--- config.mk ---
export PLATFORM = sky130hd
export DESIGN_NAME = sync_fifo_rd_ctrl
export DESIGN_NICKNAME = d
export VERILOG_FILES = /design/src/rtl/sync_fifo_rd_ctrl.sv
export SDC_FILE = /design/constraint.sdc
export NUM_CORES = 1
export LEC_CHECK = 0
export ABC_AREA = 1
export CAP_MARGIN = 20
export CORE_AREA = 2 2 200 202
export CTS_CLUSTER_SIZE = 20
export DETAILED_ROUTE_END_ITERATION = 16
export DIE_AREA = 0 0 202 204
export DONT_BUFFER_PORTS = 1
export PLACE_DENSITY = 0.75
export SLEW_MARGIN = 25
export SYNTH_ARGS = -nofsm -noshare
export SYNTH_HDL_FRONTEND = slang
export SYNTH_SLANG_ARGS = --single-unit
--- constraint.sdc ---
create_clock -name clk -period 13.5 [get_ports clk]
set_input_delay 2.025 -clock clk [delete_from_list [all_inputs] [get_ports clk]]
set_output_delay 2.025 -clock clk [all_outputs]
set_load 0.02 [all_outputs]
--- src/rtl/sync_fifo_rd_ctrl.sv ---
// Read-side controller for sync_fifo: issues credit-limited reads, tolerates the
// FIFO's lagging empty flag and one-cycle read latency, and buffers words for a valid/ready consumer.
module sync_fifo_rd_ctrl #(
    parameter int unsigned DATA_WIDTH = 128,
    parameter int unsigned BUF_DEPTH  = 4
) (
    input  logic                  clk,
    input  logic                  rstn,
    input  logic                  i_en,
    input  logic                  i_fifo_empty,
    input  logic                  i_fifo_alm_empty,
    input  logic [DATA_WIDTH-1:0] i_fifo_rddata,
    output logic                  o_fifo_rden,
    output logic                  o_valid,
    input  logic                  i_ready,
    output logic [DATA_WIDTH-1:0] o_data,
    output logic [15:0]           o_rd_count,
    output logic                  o_busy
);

    localparam int unsigned PTR_W = (BUF_DEPTH > 1) ? $clog2(BUF_DEPTH) : 1;
    localparam int unsigned OCC_W = PTR_W + 1;
    localparam int unsigned CNT_W = 16;

    typedef enum logic [1:0] {
        ST_IDLE  = 2'd0,
        ST_BURST = 2'd1,
        ST_GAP2  = 2'd2,
        ST_GAP1  = 2'd3
    } state_e;

    state_e                state_q, state_d;
    logic [PTR_W-1:0]      head_q, head_d;
    logic [PTR_W-1:0]      tail_q, tail_d;
    logic [OCC_W-1:0]      occ_q, occ_d;
    logic                  inflight_q;
    logic                  hold_q;
    logic [CNT_W-1:0]      rd_count_q, rd_count_d;
    logic [DATA_WIDTH-1:0] buf_q [BUF_DEPTH];

    logic credit_c;
    logic issue_ok_c;
    logic rden_c;
    logic pop_c;
    logic cap_c;

    // Pops are ignored here, so the credit is conservative by one cycle.
    assign credit_c   = (occ_q + OCC_W'(inflight_q)) < OCC_W'(BUF_DEPTH);
    // No read in a reset cycle nor in the first cycle after it: the empty flag
    // may still reflect a read issued just before the reset.
    assign issue_ok_c = i_en && credit_c && !rstn && !hold_q;

    // Read-issue FSM: GAP2/GAP1 give the registered empty flag time to catch up.
    always_comb begin
        state_d = state_q;
        rden_c  = 1'b0;
        case (state_q)
            ST_IDLE: begin
                if (issue_ok_c && !i_fifo_empty) begin
                    rden_c  = 1'b1;
                    state_d = i_fifo_alm_empty ? ST_GAP2 : ST_BURST;
                end
            end
            ST_BURST: begin
                if (issue_ok_c && !i_fifo_alm_empty) begin
                    rden_c = 1'b1;
                end else begin
                    state_d = ST_GAP1;
                end
            end
            ST_GAP2: state_d = ST_GAP1;
            ST_GAP1: state_d = ST_IDLE;
            default: state_d = ST_IDLE;
        endcase
    end

    // Buffer bookkeeping: capture the word read last cycle, pop on handshake.
    always_comb begin
        pop_c      = o_valid && i_ready;
        cap_c      = inflight_q;
        head_d     = head_q + PTR_W'(pop_c);
        tail_d     = tail_q + PTR_W'(cap_c);
        rd_count_d = rd_count_q + CNT_W'(cap_c);
        occ_d      = occ_q;
        if (cap_c && !pop_c) begin
            occ_d = occ_q + OCC_W'(1);
        end else if (!cap_c && pop_c) begin
            occ_d = occ_q - OCC_W'(1);
        end
    end

    always_ff @(posedge clk) begin
        hold_q <= rstn;
        if (rstn) begin
            state_q    <= ST_IDLE;
            head_q     <= '0;
            tail_q     <= '0;
            occ_q      <= '0;
            inflight_q <= 1'b0;
            rd_count_q <= '0;
        end else begin
            state_q    <= state_d;
            head_q     <= head_d;
            tail_q     <= tail_d;
            occ_q      <= occ_d;
            inflight_q <= rden_c;
            rd_count_q <= rd_count_d;
        end
    end

    always_ff @(posedge clk) begin
        if (rstn) begin
            for (int unsigned i = 0; i < BUF_DEPTH; i++) begin
                buf_q[i] <= '0;
            end
        end else if (cap_c) begin
            buf_q[tail_q] <= i_fifo_rddata;
        end
    end

    assign o_fifo_rden = rden_c;
    assign o_valid     = (occ_q != '0);
    assign o_data      = buf_q[head_q];
    assign o_rd_count  = rd_count_q;
    assign o_busy      = inflight_q || o_valid || (state_q != ST_IDLE);

    a_occ_bound: assert property (@(posedge clk) disable iff (rstn)
        occ_q <= OCC_W'(BUF_DEPTH));

endmodule

# Word level (Yosys, flattened, before mapping)
# Memory sizes are Yosys's and may differ from the RTL's. A register that Yosys moved wholly into a read port is not among the register bits.
# Cells that the tools add are included.
# word_totals
reg_bits	27
latchBits	0
mem_bits_rw	512
romBits	0
in_bits	134
out_inout_bits	147
wordCells	60
mem_count	1
# mem_list
name	depth	word_bits	read_ports	rd_clocked_by_memory_dff	write_ports	line_no	source
buf_q	4	128	1	1	4	39	logic [DATA_WIDTH-1:0] buf_q [BUF_DEPTH];
# classes
n_addsub	6
mul	0
n_div	0
order_cmp	1
n_eq_ne	5
shifts	0
muxes	18
bitwise	0
reduce_logical	22
# ops
op	n
$mux 128	1
$reduce_or 128->1	1
$add 16x1->16	1
$mux 2	5
$logic_and 1x1->1	8
$mux 1	8
$pmux 2 s4	1
$logic_not 1->1	6
$mux 3	2
$add 2x1->2	2
$eq 2x2->1 const B	2
$ne 2x2->1 const B	2
$reduce_bool 2->1	2
$add 3x1->3	1
$add 3x1->3 const B	1
$lt 3x3->1 const B	1
$reduce_bool 3->1	1
$sub 3x1->3 const B	1
$eq 2x1->1 const B	1
$logic_not 2->1	1
$logic_or 1x1->1	2
$pmux 1 s2	1
$reduce_and 2->1	1

# Logic depth before layout (Yosys ltp)
# Gate-level depths: netlist of run 1.
# logic_depth
word_depth	8
mapped_depth	10
mapped_depth_nobuf	10

# Worst setup path after synthesis of run 1
# OpenSTA, ideal clock, no wires.
# synth_timing
path_type	flip-flop to flip-flop
start	register inflight_q, in the netlist cap_c
end	memory buf_q[3][0], enable pin
setup_ps	803
t_arrival_ps	9861
t_required_ps	12697
setup_slack_ps	2836
path_stages_with_launch	3
n_path_buf	0
period_less_slack_ps	10664
path_cell_list	dfxtp_1 -> inv_2 -> o31ai_1
# synth_rtl
item	line_no	source
start, declared	36	logic inflight_q;
start signal, assigned	106	inflight_q <= rden_c;
end, declared	39	

==> results.cfg, run 1 <==
[timing]
period_share_pct = 43.0
fmax_mhz = 172
worst_slew_margin_rel_pct = 29.4
setup_violations = 0
rsz0062_at_grt = no
fin_crit_ns = 5.80
whs_ns = 0.512
final_hold_viol_count = 0
slew_violations = 0
finClkSkew_ns = 0.00857
worst_pin_slew_ns = 1.06
tns_ns = 0
layout_setup_ws_ns = 7.70

[logic_synthesis]
synth_area_mm2 = 0.0231
synth_ff_type = edfxtp_1
ys_ff_latch = 539
syn_inst = 2141
yosysTopAreaCellShare_pct = 66.4
yosysUniqueCellTypes = 31
synth.most_common_cell = nor2_1
synthArstFlopShare_pct = 0
syn_area_per_cell_um2 = 10.8
yosysTopAreaCell = edfxtp_1
synth_seq_area_share_pct = 68.8
synth_fp_nets = 2283
synth.top_cells.by_count = 667 x nor2_1, 512 x edfxtp_1, 265 x o21ai_0
synth_edf_count = 512
synth_warnings = 0
synth_area_leaders = edfxtp_1 66%, nor2_1 11%, o21ai_0 5.7%

[cts]
cts_buffer_depth = 3
htreeDepth = 2
cts_root_buf = clkbuf_16
clock-sinks = 539
cts_tree = built
post_cts.repair.setup_buffers = 0
hold_buffers = 0
clk_pin_slew_ns = 0.06
cts_repair_resize_count = 0
worstSkewPairLatency_ns = 0.59
numCtsBuffers = 53

[route]
firstDrtPassIters = 5
drc_errors = 0
dr_total_vias = 15600
viasPerCell = 5.94
drt_iter0_markers = 1236
drtAntennaViolNets = 0
wl_um = 55400
routedWlPerCell_um = 21.1

[final_layout]
area_delta_synth_final_pct = 7.53
diodes = 0
nNetsFinal = 2198
multi_input_area_mm2 = 0.00586
seqCellArea_mm2 = 0.0159
fillers = 3013
fin_area_mm2 = 0.0249
drive_above_1_share_pct = 5.19

[critical_path]
crit_path_start_kind = flip-flop
max_stage_delay_ns = 1.05
cp.buffers_inverters = 2
rr_endpoint = buf_q[1][120]
endpoint_kind = output pin
crit_required_ns = 11.48
worstSetupStartpoint = head_q[1]
crit_family = buffers and inverters
crit_fanout = 66
rr_worst_depth = 7
critPathKind = reg -> out
crit_chain = clkinv_2 -> buf_4 -> o21ai_0 -> o22ai_1
arrival_ns = 3.78
cp_slowest_cell = clkinv_2
worstReg2RegStart = cap_c
endpoint = o_data[78]
crit_cells = 4
r2r_setup_slack_ns = 9.37

[floorplan]
dieArea_mm2 = 0.0412
start_util_pct = 59.1
die-height_um = 204
rows = 73
pin_count = 281
fp.coreArea_mm2 = 0.0392
die_w_um = 202

[power]
power_frac_comb_pct = 25.8
p_int_mw = 2.96
p_leak_nw = 9.41
p_clk_share_pct = 31.1
power_density_mw_per_mm2 = 185
seqPwrFrac_pct = 43.1
switching_share_pct = 35.5
peakVddDrop_mv = 0.111
switching_power_mw = 1.63

[placed_design]
dp_hpwl_um = 29400
dpl-instance-area_mm2 = 0.0232
gp_congestion = 0.781
pre_cts_ws_ns = 7.86
portBuffers = 0

[global_route]
grt_pass1_wl_um = 85800
grt_pass1_vias = 15400
track_usage_pct = 26.9
antenna_found_initial = 0
grt_remaining_overflow = 0
grt_max_degree = 113

[worst_hold_path]
min_path_type = reg -> reg

[outcome]
status = complete, no violations

[run]
maxCapViolCount = 0
==> metrics by stage <==
stage,std cells,util [%],total power [mW]
5_1_grt,2625,63.5,4.77
4_1_cts,2625,63.5,4.61
2_1_floorplan,2141,-,2.96
3_5_place_dp,2526,59.2,3.20
6_report,2625,63.5,4.59
3_3_place_gp,2526,59.2,3.17
==> state kept, by name, summed over array words and instances, names as in the netlist <==
signal,cells
cap_c,1
buf_q,512
head_q,2
state_q,2
tail_q,2
occ_q,3
o_rd_count,16
hold_q,1
==> final cells by class <==
class,instances,area share [%]
multi-input cells,1281,23.6
clock inverters,27,0.850
flip-flops and latches,539,64.0
well taps,525,2.64
inverters,164,2.54
repair buffers,17,0.543
clock buffers,72,5.87
==> cell families (layout without fill, tap and decap cells) <==
logic type | count (synthesis) | after routing | share of synthesized area [%]
buffers and inverters | 321 | 280 | 6.11
xor gates and xnor gates | 4 | 4 | 0.151
and+or+nand+nor | 854 | 854 | 14.8
AOI/OAI and AO/OA | 415 | 415 | 9.70
DFF | 539 | 539 | 68.8
adders and majority gates | 8 | 8 | 0.465
==> power by group through the flow <==
stage / logic [mW] / clock network (mW) / registers, mW
floorplan: 0.976 / 0 / 1.99
global placement: 1.16 / 0 / 2.01
detailed placement: 1.19 / 0 / 2.02
CTS: 1.19 / 1.44 / 1.98
global route: 1.28 / 1.51 / 1.99
finish: 1.19 / 1.43 / 1.98
==> layer usage <==
metal  wire length [um]  track usage (%)  vias to the layer above  part of all wire, %
li1                   -                -                     7239                    -
met5                  0                0                        -                    0
met4               1560             8.95                        0                  2.8
met2              27200             45.1                      646                   49
met1              21500             34.8                     7609                   39
met3               5130             6.30                       92                  9.3
==> layout by cell type (no fill, tap or decap), drive strengths merged, types with 16 or more instances in the layout <==
cell	instances
nor2	670
edfxtp	512
o21ai	268
inv	164
nor3	132
o22ai	128
clkbuf	72
nand2	30
dfxtp	27
clkinv	21
buf	17
a21oi	16
==> worst min path at each step <==
stage	cells past startpoint	to	start
floorplan	2	state_q[1]	state_q[1]
global placement	2	state_q[1]	state_q[1]
detailed placement	2	state_q[1]	state_q[1]
CTS	2	state_q[1]	state_q[1]
global route	2	state_q[1]	state_q[1]
finish	2	state_q[1]	state_q[1]
==> worst min-delay path: cells and delay by family, from the launching register on <==
family / cells / cell delay, ns
and+or+nand+nor: 1 / 0.09
AOI/OAI and AO/OA: 1 / 0.05
DFF: 1 / 0.34
Note: power is estimated with default switching activity, not from simulation.
==> run 2, diff against run 1 <==
==> constraint.sdc (replaced) <==
create_clock -name clk -period 6.1 [get_ports clk]
set_input_delay 0.915 -clock clk [delete_from_list [all_inputs] [get_ports clk]]
set_output_delay 0.915 -clock clk [all_outputs]
set_load 0.02 [all_outputs]
==> results.cfg, run 2 (synthesis gave the netlist of run 1 again) <==
[outcome]
status = complete, no violations

[floorplan]
start_util_pct = 59.1
die-height_um = 204
fp.coreArea_mm2 = 0.0392
pin_count = 281
rows = 73
die_w_um = 202
dieArea_mm2 = 0.0412

[final_layout]
drive_above_1_share_pct = 5.00
largest_reg_flops = 512
multi_input_area_mm2 = 0.00586
fillers = 3027
layout_commonest_cell = nor2_1
nNetsFinal = 2201
top_register = buf_q
seqCellArea_mm2 = 0.0159
area_delta_synth_final_pct = 7.49
most-common-layout-cells = 667 x nor2_1, 512 x edfxtp_1, 264 x o21ai_0

[global_route]
antenna_found_initial = 4
grt_pass1_wl_um = 85200
grt_pass1_vias = 15300
track_usage_pct = 26.6
grt_remaining_overflow = 0
grt_max_degree = 171

[cts]
numCtsBuffers = 52
hold_buffers = 0
cts_root_buf = clkbuf_16
cts_tree = built
cts_repair_resize_count = 0
post_cts.repair.setup_buffers = 0
clock-sinks = 539
htreeDepth = 2
clk_pin_slew_ns = 0.06
worstSkewPairLatency_ns = 0.58
cts_buffer_depth = 3

[route]
dr_total_vias = 15800
drc_errors = 0
wl_um = 54900
drtAntennaViolNets = 0
firstDrtPassIters = 6
routedWlPerCell_um = 20.9
viasPerCell = 6.02
drt_iter0_markers = 1601

[timing]
finClkSkew_ns = 0.00714
final_hold_viol_count = 0
setup_violations = 0
period_share_pct = 73.8
rsz0062_at_grt = no
slew_violations = 0
fin_crit_ns = 4.50
worst_pin_slew_ns = 1.04
worst_slew_margin_rel_pct = 30.5
layout_setup_ws_ns = 1.60
fmax_mhz = 222
tns_ns = 0

[placed_design]
gp_congestion = 0.818
pre_cts_ws_ns = 1.94
dp_hpwl_um = 29400
portBuffers = 0

[power]
power_density_mw_per_mm2 = 403
peakVddDrop_mv = 0.338
p_leak_nw = 9.41

[critical_path]
arrival_ns = 3.59
crit_path_start_kind = flip-flop
crit_required_ns = 5.18
crit_fanout = 63
endpoint_kind = output pin
critPathKind = reg -> out

[worst_hold_path]
min_path_type = in -> reg

[run]
maxCapViolCount = 0
==> run 2: cell count changes in the layout (fill, tap and decap cells not counted) <==
| cell | delta |
|---|---|
| buf_16 | +2 |
| clkinvlp_4 | -2 |
| clkbuf_16 | -2 |
| diode_2 | +3 |
| clkbuf_8 | -2 |
| clkinv_1 | +2 |
| buf_12 | +3 |
| buf_4 | -1 |
| inv_6 | -1 |
| bufinv_16 | -1 |
==> run 2: where the power goes <==
part           switching [mW]  total [mW]  internal [mW]
sequential              0.113        4.35           4.24
combinational            2.15        2.69          0.539
clock                    1.32        2.99           1.67
==> run 2: final timing paths <==
kind / start / endpoint / slack, ns / depth (start not counted)
worst min-delay path: rstn / hold_q / 0.35 / 0
worst max-delay path: head_q[1] / o_data[64] / 1.60 / 4
worst max register to register: cap_c / buf_q[0][20] / 2.67 / 7
worst min register to register: state_q[1] / state_q[1] / 0.50 / 2
==> run 2: metrics by stage <==
step / util [%] / instances / hold slack, ns / total power [mW] / cell area [um^2]
2_1_floorplan: - / 2141 / 0.452 / 6.54 / 23200
3_3_place_gp: 59.4 / 2528 / 0.467 / 7.03 / 23300
3_5_place_dp: 59.4 / 2528 / 0.492 / 7.09 / 23300
4_1_cts: 63.3 / 2621 / 0.327 / 10.0 / 24800
5_1_grt: 63.5 / 2625 / 0.326 / 10.4 / 24900
6_report: 63.5 / 2626 / 0.354 / 10.0 / 24900
==> run 2: critical path: stages, from the launching register on <==
cell and delay [ns]:
dfxtp_4 0.82, clkinv_2 0.95, buf_4 0.66, o21ai_0 0.21, o22ai_1 0.27
==> run 2: area by class of cell <==
type                       count  share of cell area, %
antenna                        3                 0.0302
clock buffer                  68                   5.56
clock inverter                25                  0.664
inverter                     164                   2.54
multi-input combinational   1281                   23.6
sequential                   539                   64.0
tap                          525                   2.64
timing repair buffer          21                  0.976
==> run 2: layer usage <==
layer / global-route usage, % / vias up / part of all wire, %
met5: 0 / - / 0.016
met4: 10.0 / 2 / 2.9
met3: 6.70 / 109 / 10
met2: 42.6 / 782 / 48
met1: 35.4 / 7668 / 39
li1: - / 7237 / -
==> run 3, diff against run 2 <==
--- a/config.mk
+++ b/config.mk
@@ -7,10 +7,10 @@
 export LEC_CHECK = 0
 export ABC_AREA = 1
 export CAP_MARGIN = 20
-export CORE_AREA = 2 2 200 202
+export CORE_AREA = 2 2 205 207
 export CTS_CLUSTER_SIZE = 20
 export DETAILED_ROUTE_END_ITERATION = 16
-export DIE_AREA = 0 0 202 204
+export DIE_AREA = 0 0 207 209
 export DONT_BUFFER_PORTS = 1
 export PLACE_DENSITY = 0.75
 export SLEW_MARGIN = 25
==> constraint.sdc (replaced) <==
create_clock -name clk -period 3.8 [get_ports clk]
set_input_delay 0.57 -clock clk [delete_from_list [all_inputs] [get_ports clk]]
set_output_delay 0.57 -clock clk [all_outputs]
set_load 0.02 [all_outputs]
==> results.cfg, run 3 (synthesis gave the netlist of run 1 again) <==
[outcome]
status = complete, no violations

[power]
switching_share_pct = 35.1
switching_power_mw = 5.84
power_frac_comb_pct = 26.9
p_clk_share_pct = 31.7
p_leak_nw = 9.59
peakVddDrop_mv = 0.417
seqPwrFrac_pct = 41.5
power_density_mw_per_mm2 = 657
p_int_mw = 10.8

[route]
drtAntennaViolNets = 0
routedWlPerCell_um = 21.1
dr_total_vias = 15900
drc_errors = 0
firstDrtPassIters = 6
viasPerCell = 5.98
drt_iter0_markers = 1255
wl_um = 56100

[critical_path]
crit_required_ns = 3.23
rr_endpoint = buf_q[1][88]
endpoint_kind = output pin
crit_fanout = 133
arrival_ns = 2.74
critPathKind = reg -> out
max_stage_delay_ns = 0.60
crit_chain = buf_12 -> buf_16 -> o21ai_0 -> o22ai_1
crit_path_start_kind = flip-flop
cp_slowest_cell = o22ai_1
worstReg2RegStart = cap_c
r2r_setup_slack_ns = 1.30
rr_worst_depth = 7

[final_layout]
fillers = 3268
area_delta_synth_final_pct = 9.44
drive_above_1_share_pct = 5.92
largest_reg_flops = 512
nNetsFinal = 2212
final_core_util_pct = 61.3
most-common-layout-cells = 667 x nor2_1, 512 x edfxtp_1, 264 x o21ai_0
top_register = buf_q
fin_area_mm2 = 0.0253
layout_commonest_cell = nor2_1

[global_route]
grt_remaining_overflow = 0
grt_pass1_vias = 15800
track_usage_pct = 25.6
grt_pass1_wl_um = 87400
grt_max_degree = 258
antenna_found_initial = 1

[run]
maxCapViolCount = 0

[floorplan]
pin_count = 281
fp.coreArea_mm2 = 0.0413
start_util_pct = 56.0
rows = 75
die-height_um = 209
dieArea_mm2 = 0.0433
die_w_um = 207

[placed_design]
dpl-instance-area_mm2 = 0.0235
dp_hpwl_um = 29400
portBuffers = 0
gp_congestion = 0.811

[worst_hold_path]
min_delay_path_depth = 1
hold_end = head_q[0]
min_path_type = in -> reg
min_from = rstn

[cts]
cts_root_buf = clkbuf_16
numCtsBuffers = 54
cts_buffer_depth = 3
worstSkewPairLatency_ns = 0.60
clk_pin_slew_ns = 0.06
cts_tree = built
post_cts.repair.setup_buffers = 0
htreeDepth = 2
clock-sinks = 539

[timing]
finClkSkew_ns = 0.0102
final_hold_viol_count = 0
fmax_mhz = 302
worst_slew_margin_rel_pct = 35.8
fin_crit_ns = 3.31
worst_pin_slew_ns = 0.962
setup_violations = 0
slew_violations = 0
rsz0062_at_grt = no
period_share_pct = 87.0
==> run 3: cell count changes in the layout (fill, tap and decap cells not counted), moves of 2 or more <==
cell	change
dfxtp_1	-3
clkinv_2	-4
buf_4	-3
clkbuf_1	-3
nand2_4	-2
dfxtp_2	+2
clkbuf_16	+2
clkinvlp_4	+3
buf_12	+14
nand2_8	+2
buf_6	-2
bufinv_16	+4
diode_2	-2
==> run 3: critical path: cells and delay by family, from the launching register on <==
kind / cells / cell delay (ns)
buffers and inverters: 2 / 0.83
AO/OA/AOI/OAI: 2 / 0.78
flip-flops: 1 / 0.38
==> run 3: power by group through the flow <==
stage          logic (mW)  registers, mW  clock network [mW]
2_1_floorplan        3.47           7.02                   0
3_3_place_gp         4.34           7.02                   0
3_5_place_dp         4.43           7.03                   0
4_1_cts              4.44           6.91                5.33
5_1_grt              4.79           6.94                5.55
6_report             4.47           6.91                5.27
==> run 3: per-stage QoR <==
| step | setup TNS, ns | power, mW | setup WS [ns] | instances | hold WS, ns |
|---|---|---|---|---|---|
| 3_3_place_gp | 0 | 11.4 | 1.24 | 2551 | 0.465 |
| 6_report | 0 | 16.7 | 0.492 | 2653 | 0.0388 |
| 5_1_grt | 0 | 17.3 | 0.404 | 2653 | 0.0120 |
| 3_5_place_dp | 0 | 11.5 | 1.23 | 2551 | 0.492 |
| 4_1_cts | 0 | 16.7 | 0.581 | 2651 | 0.00320 |
| 2_1_floorplan | -39.40 | 10.5 | -0.308 | 2141 | 0.452 |
==> run 3: how the worst max path moves through the flow <==
stage	startpoint	endpoint	slack, ns	cells past startpoint
CTS	head_q[0]	o_data[57]	0.58	3
global route	head_q[0]	o_data[57]	0.40	4
detailed placement	head_q[0]	o_data[57]	1.23	3
global placement	head_q[0]	o_data[39]	1.24	3
floorplan	tail_q[1]	buf_q[3][0]	-0.31	2
finish	head_q[0]	o_data[127]	0.49	4
==> run 3: repair_timing <==
item / 4_1_cts / 5_1_grt
gates resized for setup: 0 / 0
hold buffers: 1 / 0
hold endpoints to repair: 1 / 0
==> run 3: metal layers <==
layer / vias to the layer above / routed length, um / GRT usage [%]
li1: 7268 / - / -
met1: 7776 / 21600 / 33.4
met2: 728 / 28000 / 43.2
met3: 97 / 5030 / 5.18
met4: 0 / 1360 / 8.84
met5: - / 0 / 0
==> run 3: area by class of cell <==
type	instances	area [um^2]	area share (%)
diodes	1	2.50	0.00988
clock buffers	68	1440	5.67
clock inverters	31	309	1.22
inverters	164	632	2.50
multi-input cells	1281	5880	23.2
flip-flops and latches	539	15900	62.9
well taps	539	674	2.66
repair buffers	30	460	1.82
